`config.mk`:
```
export PLATFORM = sky130hd
export DESIGN_NAME = fetch_sequencer_flat
export DESIGN_NICKNAME = d
export VERILOG_FILES = /design/src/rtl/rv_pkg.sv /design/src/rtl/fetch_sequencer_if.sv /design/src/rtl/inst_fifo.sv /design/src/rtl/fetch_sequencer.sv /design/src/flat_wrapper.sv
export SDC_FILE = /design/constraint.sdc
export NUM_CORES = 1
export LEC_CHECK = 0
export ABC_CLOCK_PERIOD_IN_PS = 8700
export BUFFER_PORTS_ARGS = -buffer_cell sky130_fd_sc_hd__buf_2
export CAP_MARGIN = 20
export CORE_ASPECT_RATIO = 0.8
export CORE_MARGIN = 10
export CORE_UTILIZATION = 30
export DETAILED_ROUTE_END_ITERATION = 10
export PLACE_DENSITY = 0.57
export SYNTH_ARGS = -nofsm -noshare
export SYNTH_HDL_FRONTEND = slang
export SYNTH_SLANG_ARGS = --single-unit
```
`constraint.sdc`:
```
create_clock -name clk -period 8.7 [get_ports clk]
set_clock_uncertainty 0.05 [all_clocks]
set_input_delay 0.87 -clock clk [delete_from_list [all_inputs] [get_ports clk]]
set_output_delay 0.87 -clock clk [all_outputs]
set_load 0.01 [all_outputs]
```
`src/rtl/rv_pkg.sv`:
```
// rv_pkg: shared fetch-path widths and sequencer state encoding.
package rv_pkg;
    localparam int INSTRSZ = 32;
    localparam int ADDRSZ = 64;
    typedef enum logic [1:0] {FETCH, WAIT, DRAIN} fetch_state_t;
endpackage

```
`src/rtl/fetch_sequencer_if.sv`:
```
// fetch_sequencer_if: memory fetch port, redirect input and decoder handshake.
interface fetch_sequencer_if #(
    parameter int INSTRSZ = rv_pkg::INSTRSZ,
    parameter int ADDRSZ = rv_pkg::ADDRSZ
);
    logic mem_req_valid;
    logic mem_req_ready;
    logic [ADDRSZ-1:0] mem_req_addr;
    logic mem_resp_valid;
    logic [63:0] mem_resp_data;
    logic redirect_valid;
    logic [ADDRSZ-1:0] redirect_pc;
    logic inst_valid;
    logic inst_ready;
    logic [INSTRSZ-1:0] inst_data;
    logic [ADDRSZ-1:0] inst_pc;
    modport master (
        output mem_req_valid, mem_req_addr, inst_valid, inst_data, inst_pc,
        input mem_req_ready, mem_resp_valid, mem_resp_data, redirect_valid, redirect_pc, inst_ready
    );
    modport slave (
        input mem_req_valid, mem_req_addr, inst_valid, inst_data, inst_pc,
        output mem_req_ready, mem_resp_valid, mem_resp_data, redirect_valid, redirect_pc, inst_ready
    );
endinterface

```
`src/rtl/inst_fifo.sv`:
```
// inst_fifo: instruction queue accepting up to two entries per cycle, with flush.
module inst_fifo #(
    parameter int W = 96,
    parameter int DEPTH = 4,
    parameter int CW = $clog2(DEPTH + 1)
) (
    input logic clk,
    input logic reset,
    input logic flush,
    input logic [1:0] push_n,
    input logic [W-1:0] d0,
    input logic [W-1:0] d1,
    input logic pop,
    output logic [W-1:0] head,
    output logic [CW-1:0] count,
    output logic empty,
    output logic full
);
    localparam int AW = $clog2(DEPTH);
    logic [W-1:0] mem [DEPTH];
    logic [AW-1:0] wr, rd;
    assign head = mem[rd];
    assign empty = count == '0;
    assign full = count == CW'(DEPTH);
    always_ff @(posedge clk or posedge reset) begin
        if (reset) begin
            wr <= '0;
            rd <= '0;
            count <= '0;
        end else if (flush) begin
            wr <= '0;
            rd <= '0;
            count <= '0;
        end else begin
            wr <= wr + AW'(push_n);
            rd <= rd + AW'(pop);
            count <= count + CW'(push_n) - CW'(pop);
        end
    end
    // d0 always lands first; d1 only when both words of a line are kept
    always_ff @(posedge clk) begin
        if (!flush && push_n != 2'd0) mem[wr] <= d0;
        if (!flush && push_n == 2'd2) mem[wr + AW'(1)] <= d1;
    end
endmodule

```
`src/rtl/fetch_sequencer.sv`:
```
// fetch_sequencer: fetches 8-byte lines, splits them into instructions and
// queues them for the decoder, flushing and refetching on redirects.
module fetch_sequencer #(
    parameter int INSTRSZ = rv_pkg::INSTRSZ,
    parameter int ADDRSZ = rv_pkg::ADDRSZ,
    parameter logic [ADDRSZ-1:0] RESET_PC = '0,
    parameter int DEPTH = 4
) (
    input logic clk,
    input logic reset,
    fetch_sequencer_if.master bus
);
    import rv_pkg::*;
    localparam int W = ADDRSZ + INSTRSZ;
    localparam int CW = $clog2(DEPTH + 1);
    localparam logic [CW-1:0] ROOM_MAX = CW'(DEPTH - 2);
    fetch_state_t state;
    logic [ADDRSZ-1:0] fetch_pc, req_addr, line_addr, hi_pc;
    logic req_valid, accept, resp, room, pop, empty, full, unused_bits;
    logic [1:0] push_n;
    logic [CW-1:0] count;
    logic [W-1:0] d0, d1, head;
    assign line_addr = {fetch_pc[ADDRSZ-1:3], 3'b000};
    assign hi_pc = {fetch_pc[ADDRSZ-1:3], 3'b100};
    assign accept = req_valid && bus.mem_req_ready;
    assign resp = state == WAIT && bus.mem_resp_valid && !bus.redirect_valid;
    assign room = !full && count <= ROOM_MAX;
    assign pop = !empty && bus.inst_ready;
    // an odd-word fetch_pc keeps only the high half of the line
    assign push_n = resp ? (fetch_pc[2] ? 2'd1 : 2'd2) : 2'd0;
    assign d0 = fetch_pc[2] ? {hi_pc, bus.mem_resp_data[32 +: INSTRSZ]} : {line_addr, bus.mem_resp_data[INSTRSZ-1:0]};
    assign d1 = {hi_pc, bus.mem_resp_data[32 +: INSTRSZ]};
    assign bus.mem_req_valid = req_valid;
    assign bus.mem_req_addr = req_addr;
    assign bus.inst_valid = !empty;
    assign {bus.inst_pc, bus.inst_data} = empty ? '0 : head;
    assign unused_bits = ^{fetch_pc[1:0], bus.redirect_pc[1:0]};
    inst_fifo #(.W(W), .DEPTH(DEPTH), .CW(CW)) u_fifo (
        .clk(clk),
        .reset(reset),
        .flush(bus.redirect_valid),
        .push_n(push_n),
        .d0(d0),
        .d1(d1),
        .pop(pop),
        .head(head),
        .count(count),
        .empty(empty),
        .full(full)
    );
    always_ff @(posedge clk or posedge reset) begin
        if (reset) begin
            state <= FETCH;
            fetch_pc <= RESET_PC;
            req_valid <= 1'b0;
            req_addr <= '0;
        end else begin
            if (accept) req_valid <= 1'b0;
            else if (state == FETCH && !req_valid && !bus.redirect_valid && room) begin
                req_valid <= 1'b1;
                req_addr <= line_addr;
            end
            if (bus.redirect_valid) fetch_pc <= {bus.redirect_pc[ADDRSZ-1:2], 2'b00};
            else if (resp) fetch_pc <= line_addr + ADDRSZ'(8);
            // DRAIN waits for the stale request (if still pending) and swallows its response
            case (state)
                FETCH: state <= (req_valid && bus.redirect_valid) ? DRAIN : accept ? WAIT : FETCH;
                WAIT: state <= bus.mem_resp_valid ? FETCH : bus.redirect_valid ? DRAIN : WAIT;
                DRAIN: state <= (!req_valid && bus.mem_resp_valid) ? FETCH : DRAIN;
                default: state <= FETCH;
            endcase
        end
    end
endmodule
```
`src/flat_wrapper.sv`:
```
// flat-port wrapper written by rule: the top's interface ports become plain ports
module fetch_sequencer_flat import rv_pkg::*;
#(
    parameter int INSTRSZ = rv_pkg::INSTRSZ,
    parameter int ADDRSZ = rv_pkg::ADDRSZ,
    parameter logic [ADDRSZ-1:0] RESET_PC = '0,
    parameter int DEPTH = 4
)
  (clk, reset, bus_mem_req_valid, bus_mem_req_addr, bus_inst_valid, bus_inst_data, bus_inst_pc, bus_mem_req_ready, bus_mem_resp_valid, bus_mem_resp_data, bus_redirect_valid, bus_redirect_pc, bus_inst_ready);
  fetch_sequencer_if #(.INSTRSZ(INSTRSZ), .ADDRSZ(ADDRSZ)) bus_i ();
  input logic clk;
  input logic reset;
  output wire logic [$bits(bus_i.mem_req_valid)-1:0] bus_mem_req_valid;
  output wire logic [$bits(bus_i.mem_req_addr)-1:0] bus_mem_req_addr;
  output wire logic [$bits(bus_i.inst_valid)-1:0] bus_inst_valid;
  output wire logic [$bits(bus_i.inst_data)-1:0] bus_inst_data;
  output wire logic [$bits(bus_i.inst_pc)-1:0] bus_inst_pc;
  input wire logic [$bits(bus_i.mem_req_ready)-1:0] bus_mem_req_ready;
  input wire logic [$bits(bus_i.mem_resp_valid)-1:0] bus_mem_resp_valid;
  input wire logic [$bits(bus_i.mem_resp_data)-1:0] bus_mem_resp_data;
  input wire logic [$bits(bus_i.redirect_valid)-1:0] bus_redirect_valid;
  input wire logic [$bits(bus_i.redirect_pc)-1:0] bus_redirect_pc;
  input wire logic [$bits(bus_i.inst_ready)-1:0] bus_inst_ready;
  assign bus_mem_req_valid = bus_i.mem_req_valid;
  assign bus_mem_req_addr = bus_i.mem_req_addr;
  assign bus_inst_valid = bus_i.inst_valid;
  assign bus_inst_data = bus_i.inst_data;
  assign bus_inst_pc = bus_i.inst_pc;
  assign bus_i.mem_req_ready = bus_mem_req_ready;
  assign bus_i.mem_resp_valid = bus_mem_resp_valid;
  assign bus_i.mem_resp_data = bus_mem_resp_data;
  assign bus_i.redirect_valid = bus_redirect_valid;
  assign bus_i.redirect_pc = bus_redirect_pc;
  assign bus_i.inst_ready = bus_inst_ready;
  fetch_sequencer #(.INSTRSZ(INSTRSZ), .ADDRSZ(ADDRSZ), .RESET_PC(RESET_PC), .DEPTH(DEPTH)) u_core (.clk(clk), .reset(reset), .bus(bus_i));
endmodule
```
==> results by group, run 1 <==
Outcome
  • Outcome: complete, no violations

Floorplanning
  • Die Ht: 274 um
  • Die W: 337 um
  • Number of top-level pins: 296
  • # rows: 92
  • Core footprint: 0.0792 mm2
  • Die ar.: 0.0922 mm2
  • Starting Density: 0.305

Clock network
  • TritonCTS clock tree: built
  • H-tree depth: 2
  • Reg clk slew, reported paths: 0.06 ns
  • Clock Tree Buf Depth: 3
  • Clock Root Buffer: clkbuf_16
  • PostCTS Resize Cnt: 0
  • Post-CTS setup buffer count: 0
  • Clock Latency Late Sink: 0.63 ns
  • CTS Hold Bufs: 0
  • Clk sinks: 509
  • CTS buffer count: 54

STA
  • Fmax achieved: 0.240 GHz
  • Period minus WS final: 4.16 ns
  • Worst-Margin Slew: 1.14 ns
  • Final Hold Fails: 0
  • RSZ-0062 raised after global routing: no
  • Slew Limit Fails: 0
  • Final setup viols: 0
  • Setup TNS Final: 0 ns
  • Period utilization: 0.479
  • Slew HR: 0.240

Worst setup path
  • Worst Path Arrival: 3.24 ns
  • Worst Path Required: 7.78 ns
  • CP startpoint kind: flop
  • CP Cell Sequence: buf_4 > mux4_2 > and2_1 > buf_2
  • Worst Path Buf+Inv: 2
  • Worst-path fanout max: 40
  • Largest stage delay, worst path: 0.78 ns
  • Crit. End Element: output pin
  • CP max-delay cell: dfrtp_4
  • Crit-path leading delay family: buffers and inverters
  • Setup CP Type: flop to output pin

GRT
  • Largest net degree at the start of global routing: 142
  • Initial antenna violation count: 9
  • Vias in the first global route: 16,906
  • Total grt overflow: 0
  • All-layer global routing usage: 0.155
  • Global-route wire length before repair: 109,000 um

Synthesis
  • Main synth FF type: edfxtp_1
  • Top cells by area, synth: edfxtp_1 (46%), dfrtp_1 (14%), mux4_2 (8.8%), and2_1 (7.0%), mux2_2 (2.8%)
  • Area share of the leading cell type in the synthesized netlist: 0.463
  • Seq/Total Area, Yosys: 0.604
  • Synthesized area: 0.0241 mm2
  • Ys async rst share: 0.261
  • Synth Register Bits: 509
  • Yosys cell types: 57
  • Yosys warns: 0
  • Synth Area per Inst: 13.5 um2
  • Synth top cells by count: edfxtp_1 (372), and2_1 (270), dfrtp_1 (133)
  • Most numerous cell in the Yosys netlist: edfxtp_1
  • Leading area contributor after synthesis: edfxtp_1
  • Number of flops mapped to enable cells by yosys: 372
  • Cells after Synth: 1,788

Drt
  • Final WL: 73,100 um
  • Initial drt markers: 1,429
  • Via count: 16,054
  • Drt pass-1 iters: 6
  • DR WL/cell: 23.6 um
  • Vias per cell: 5.18
  • ANT nets after route: 0
  • DRC errors left: 0

Flow run
  • Max_cap viols: 0

Power and ir drop
  • Leakage power: 9.44 nW
  • Total power: 7.34 mW
  • Power density cells: 258 mW/mm2
  • Worst vdd ir: 0.000158 V

Placement
  • Hpwl dp: 44,600 um
  • GP Congestion: 0.755
  • Port-buffer cells: 288

Layout
  • Net count, final: 2,152
  • Area grow syn2layout: 17.6%
  • Layout cells sized above 1: 0.289

Worst hold path
  • Hold WC Path Type: input pin to asynchronous set/reset pin
-- per-stage QoR --
stage / instances / util / setup WS, ns / hold WS [ns] / cell area (um2)
global route: 3095 / 0.358 / 4.27 / 0.381 / 28400
CTS: 3089 / 0.358 / 4.38 / 0.360 / 28300
detailed placement: 2987 / 0.336 / 4.39 / 0.403 / 26600
global placement: 2987 / 0.336 / 4.38 / 0.390 / 26600
floorplan: 1792 / - / 3.69 / 0.382 / 24100
finish: 3097 / 0.358 / 4.54 / 0.353 / 28400
-- kinds of logic after synthesis --
family	synth area share
other cells	0.000155
compound gates	0.0834
buf+inv	0.0292
fa+ha+maj	0.00394
simple gates	0.148
mux	0.116
xor+xnor	0.0149
flops	0.604
-- state kept, by name, indices dropped and copies added, names as in the netlist --
signal,cells
u_core.bus.mem_req_valid,1
u_core.u_fifo.mem,376
u_core.state,2
u_core.u_fifo.wr,2
u_core.fetch_pc,62
u_core.bus.mem_req_addr,61
u_core.u_fifo.count,3
u_core.u_fifo.rd,2
-- layout make-up --
| cell class | instances | area, um2 |
|---|---|---|
| Sequential cell | 509 | 14600 |
| Tap cell | 1034 | 1290 |
| Timing Repair Buffer | 321 | 1730 |
| Inverter | 15 | 63.8 |
| Clock inverter | 32 | 259 |
| Antenna cell | 6 | 15.0 |
| Fill cell | 7655 | 50800 |
| Multi-Input combinational cell | 1110 | 8960 |
| Clock buffer | 70 | 1470 |
-- where the power goes --
| group | total [mW] | switching [mW] | internal (mW) |
|---|---|---|---|
| Combinational | 2.04 | 1.13 | 0.910 |
| Clock | 2.29 | 1.01 | 1.28 |
| Sequential | 3.00 | 0.208 | 2.79 |
| Total | 7.34 | 2.35 | 4.99 |
-- routing by layer --
metal | up-vias | track usage | wire length [um]
met4 | 6 | 0.0412 | 1340
met2 | 567 | 0.254 | 34800
met5 | - | 0 | 34
met1 | 8210 | 0.204 | 31600
met3 | 95 | 0.0356 | 5270
li1 | 7176 | - | -
-- cell usage in the layout, fill, tap and decap left out, types with 4 or more instances in the layout --
cell and instances:
edfxtp_1 372, nor2_1 43, nor4_4 4, o22ai_1 64, o21ai_0 58, a22o_1 64
mux4_2 94, nor4_1 5, and3_1 9, inv_1 12, or3_1 18, clkbuf_8 6
dfrtp_1 130, nor3_2 5, buf_2 287, xor2_1 26, nand3_1 13, conb_1 5
nand4_1 31, nor3_1 16, nand2_1 98, a31oi_1 23, a21oi_1 5, xnor2_1 15
clkinv_2 15, clkinv_1 7, o31ai_1 9, and4_1 5, ha_1 6, nor2_4 5
nor2b_1 60, diode_2 6, or4_1 9, and2_1 270, dfxtp_1 4, clkbuf_16 54
mux2_2 60, a22oi_1 64, buf_4 31, clkbuf_1 10
-- path summary, 6_finish.rpt --
path,startpoint,end,slack [ns],cells after the start
max in group asynchronous,reset,u_core.bus.mem_req_addr[60]$_DFFE_PP0P_,6.87,3
worst max-delay path,u_core.u_fifo.rd[0]$_DFF_PP0_,bus_inst_pc[49],4.54,4
worst min-delay path,reset,u_core.fetch_pc[3]$_DFFE_PP0P_,0.35,2
worst max register to register,u_core.state[0]$_DFF_PP0_,u_core.u_fifo.mem[2][52]$_DFFE_PP_,5.16,7
min in group clk,bus_redirect_pc[29],u_core.fetch_pc[29]$_DFFE_PP0P_,0.40,3
worst min register to register,u_core.u_fifo.mem[0][34]$_SDFFE_PP1N_,u_core.u_fifo.mem[0][34]$_SDFFE_PP1N_,0.42,1
(Power assumes the default switching activity.)
==> inputs of run 2 (changes only) <==
Settings changed: ABC_AREA from default to 1, ABC_CLOCK_PERIOD_IN_PS 8700 to 3450, PLACE_DENSITY 0.57 to 0.58.
Clock period 8.7 ns to 3.45 ns, I/O delays scaled along.
==> run 2 against run 1 <==
- via count is 30% higher
- sequential cell count did not move
- die area increased by 1.8%
==> results by group, run 2 <==
Layout
  • Commonest non-fill, non-tap cells in the layout: nor2_1 (753), nand2_1 (565), o21ai_0 (405), edfxtp_1 (372), buf_2 (288) (was edfxtp_1 (372), buf_2 (287), and2_1 (270), dfrtp_1 (130), nand2_1 (98))
  • Layout cells sized above 1: 0.141 (was 0.289)
  • Most common cell after layout, fill and taps aside: nor2_1 (was edfxtp_1)
  • Area grow syn2layout: 21.4% (was 17.6%)
  • Filler cells: 8,215 (was 7,655)
  • Top reg by flops: u_core.u_fifo.mem (unchanged)
  • Final Core Density: 0.369 (was 0.358)
  • Net count, final: 3,287 (was 2,152)
  • Max FFs per register: 376 (unchanged)

Floorplanning
  • # rows: 93 (was 92)
  • Die ar.: 0.0939 mm2 (was 0.0922 mm2)
  • Core footprint: 0.0809 mm2 (was 0.0792 mm2)
  • Number of top-level pins: 296 (unchanged)
  • Starting Density: 0.304 (was 0.305)
  • Die W: 340 um (was 337 um)
  • Die Ht: 276 um (was 274 um)

Worst setup path
  • Crit-path leading delay family: buffers and inverters (unchanged)
  • Setup CP Type: flop to output pin (unchanged)
  • Worst Path Required: 3.05 ns (was 7.78 ns)
  • Crit. End Element: output pin (unchanged)
  • CP startpoint kind: flop (unchanged)
  • Worst-path fanout max: 46 (was 40)
  • CP Cell Sequence: inv_4 > buf_4 > o21ai_0 > a21oi_1 > buf_2 (was buf_4 > mux4_2 > and2_1 > buf_2)
  • Worst-case reg-to-reg path depth: 8 (was 7)
  • Worst Path Arrival: 2.83 ns (was 3.24 ns)
  • Largest stage delay, worst path: 0.67 ns (was 0.78 ns)
  • Worst Path Buf+Inv: 3 (was 2)
  • CP max-delay cell: dfrtp_4 (unchanged)
  • Levels on crit path: 5 (was 4)

GRT
  • All-layer global routing usage: 0.179 (was 0.155)
  • Largest net degree at the start of global routing: 96 (was 142)
  • Total grt overflow: 0 (unchanged)
  • Vias in the first global route: 20,330 (was 16,906)
  • Initial antenna violation count: 5 (was 9)
  • Global-route wire length before repair: 131,000 um (was 109,000 um)

Clock network
  • Clk sinks: 509 (unchanged)
  • TritonCTS clock tree: built (unchanged)
  • PostCTS Resize Cnt: 0 (unchanged)
  • Reg clk slew, reported paths: 0.06 ns (about the same)
  • Clock Latency Late Sink: 0.62 ns (was 0.63 ns)
  • Clock Tree Buf Depth: 3 (unchanged)
  • CTS buffer count: 56 (was 54)
  • H-tree depth: 2 (unchanged)
  • Clock Root Buffer: clkbuf_16 (unchanged)

STA
  • Fmax achieved: 0.310 GHz
  • Setup slack after layout: 0.222 ns (was 4.54 ns)
  • RSZ-0062 raised after global routing: no (unchanged)
  • Period minus WS final: 3.23 ns
  • Final Hold Fails: 0 (unchanged)
  • Setup TNS Final: 0 ns (unchanged)
  • Worst-Margin Slew: 1.03 ns (was 1.14 ns)
  • Slew Limit Fails: 0 (unchanged)
  • Slew HR: 0.311 (was 0.240)
  • Period utilization: 0.936
  • Final setup viols: 0 (unchanged)

Drt
  • ANT nets after route: 0 (unchanged)
  • Initial drt markers: 2,204 (was 1,429)
  • DR WL/cell: 20.3 um (was 23.6 um)
  • DRC errors left: 0 (unchanged)
  • Final WL: 87,100 um (was 73,100 um)
  • Vias per cell: 4.88 (was 5.18)
  • Via count: 20,949 (was 16,054)
  • Drt pass-1 iters: 5 (was 6)

Placement
  • GP Congestion: 0.952 (was 0.755)
  • Setup WS pre-CTS: 0.798 ns (was 4.39 ns)
  • Port-buffer cells: 288 (unchanged)
  • Hpwl dp: 55,400 um (was 44,600 um)

Power and ir drop
  • Power density cells: 656 mW/mm2 (was 258 mW/mm2)
  • Worst vdd ir: 0.000675 V (was 0.000158 V)
  • Total power: 19.6 mW (was 7.34 mW)
  • Leakage power: 11.9 nW (was 9.44 nW)

Synthesis
  • Synth Area per Inst: 8.64 um2 (was 13.5 um2)
  • Synth Register Bits: 509 (unchanged)
  • Ys async rst share: 0.261 (unchanged)
  • Number of flops mapped to enable cells by yosys: 372 (unchanged)
  • Area share of the leading cell type in the synthesized netlist: 0.454 (was 0.463)
  • Synth top cells by count: nor2_1 (754), nand2_1 (567), o21ai_0 (405) (was edfxtp_1 (372), and2_1 (270), dfrtp_1 (133))
  • Yosys cell types: 37 (was 57)
  • Synthesized area: 0.0246 mm2 (was 0.0241 mm2)
  • Yosys warns: 0 (unchanged)
  • Most numerous cell in the Yosys netlist: nor2_1 (was edfxtp_1)
  • Top cells by area, synth: edfxtp_1 (45%), dfrtp_1 (14%), nor2_1 (12%), nand2_1 (8.7%), o21ai_0 (8.2%) (was edfxtp_1 (46%), dfrtp_1 (14%), mux4_2 (8.8%), and2_1 (7.0%), mux2_2 (2.8%))
  • Leading area contributor after synthesis: edfxtp_1 (unchanged)
  • Seq/Total Area, Yosys: 0.593 (was 0.604)
  • Main synth FF type: edfxtp_1 (unchanged)
  • Cells after Synth: 2,848 (was 1,788)

Flow run
  • Max_cap viols: 0 (unchanged)

Worst hold path
  • Hold Crit Depth: 3
  • Hold WC Path Type: input pin to flop (was input pin to asynchronous set/reset pin)

Outcome
  • Outcome: complete, no violations (unchanged)
==> run 2: cell count changes after synthesis, moves of 63 or more <==
cell     delta
mux4_2     -94
inv_1     +134
a21oi_1   +103
a22oi_1    -64
a22o_1     -64
nand3_1    +63
o21ai_0   +347
nor2_1    +706
and2_1    -270
nand2_1   +467
==> run 2: layout make-up <==
| type | count | area (um2) | share of cell area |
|---|---|---|---|
| Tap cell | 1092 | 1370 | 0.0457 |
| Clock buffer | 92 | 1710 | 0.0573 |
| Inverter | 160 | 617 | 0.0206 |
| Multi-Input combinational cell | 2018 | 8770 | 0.293 |
| Timing Repair Buffer | 401 | 2660 | 0.0889 |
| Antenna cell | 3 | 7.51 | 0.000251 |
| Clock inverter | 14 | 165 | 0.00553 |
| Sequential cell | 509 | 14600 | 0.488 |
==> run 2: path summary, 6_finish.rpt <==
| kind | start | endpoint | slack [ns] |
|---|---|---|---|
| worst max-delay path | u_core.u_fifo.rd[0]$_DFF_PP0_ | bus_inst_data[6] | 0.22 |
| worst min-delay path | bus_mem_resp_data[62] | u_core.u_fifo.mem[0][30]$_DFFE_PP_ | 0.04 |
| worst max register to register | u_core.state[1]$_DFF_PP0_ | u_core.u_fifo.mem[1][11]$_DFFE_PP_ | 0.87 |
| worst min register to register | u_core.u_fifo.mem[2][34]$_SDFFE_PP1N_ | u_core.u_fifo.mem[2][34]$_SDFFE_PP1N_ | 0.41 |
| max in group asynchronous | reset | u_core.bus.mem_req_addr[15]$_DFFE_PP0P_ | 2.24 |
| min in group asynchronous | reset | u_core.bus.mem_req_addr[43]$_DFFE_PP0P_ | 0.28 |
==> run 2: metal layers <==
layer | routed length [um] | vias to the layer above | GRT usage
li1 | - | 9982 | -
met1 | 39800 | 10159 | 0.252
met2 | 39700 | 697 | 0.281
met3 | 5780 | 111 | 0.0307
met4 | 1830 | 0 | 0.0481
met5 | 0 | - | 0
==> run 2: what timing repair did <==
action | 4_1_cts | 5_1_grt
hold buffers | 66 | 0
setup buffers | 0 | 0
endpoints found under the hold margin | 115 | 0
==> run 2: power breakdown <==
part | total [mW] | internal [mW] | switching (mW) | leakage (nW)
Combinational | 5.99 | 1.84 | 4.14 | 6.10
Clock | 6.15 | 3.60 | 2.55 | 0.904
Sequential | 7.45 | 7.02 | 0.430 | 4.90
Total | 19.6 | 12.5 | 7.12 | 11.9
==> run 2: through the flow <==
| step | hold slack, ns | instance area, um2 | std cells |
|---|---|---|---|
| global route | 0.0191 | 29900 | 4288 |
| CTS | 0.000323 | 29900 | 4286 |
| floorplan | 0.379 | 24600 | 2852 |
| detailed placement | 0.376 | 27300 | 4114 |
| global placement | 0.374 | 27300 | 4114 |
| finish | 0.0365 | 29900 | 4289 |
==> run 2: worst min-delay path, cell delays in order <==
cell and delay (ns):
buf_2 0.13, nand2_1 0.06, o21ai_0 0.06
==> run 2: cell families (layout without fill, tap and decap cells) <==
group | Yosys count | count (layout) | share of synthesized area
other | 1 | 8 | 0.000152
and+or+nand+nor | 1426 | 1426 | 0.226
xor gates and xnor gates | 26 | 26 | 0.00926
AOI/OAI and AO/OA | 554 | 554 | 0.116
adders and majority gates | 7 | 7 | 0.00387
DFF | 509 | 509 | 0.593
buffers and inverters | 325 | 667 | 0.0529
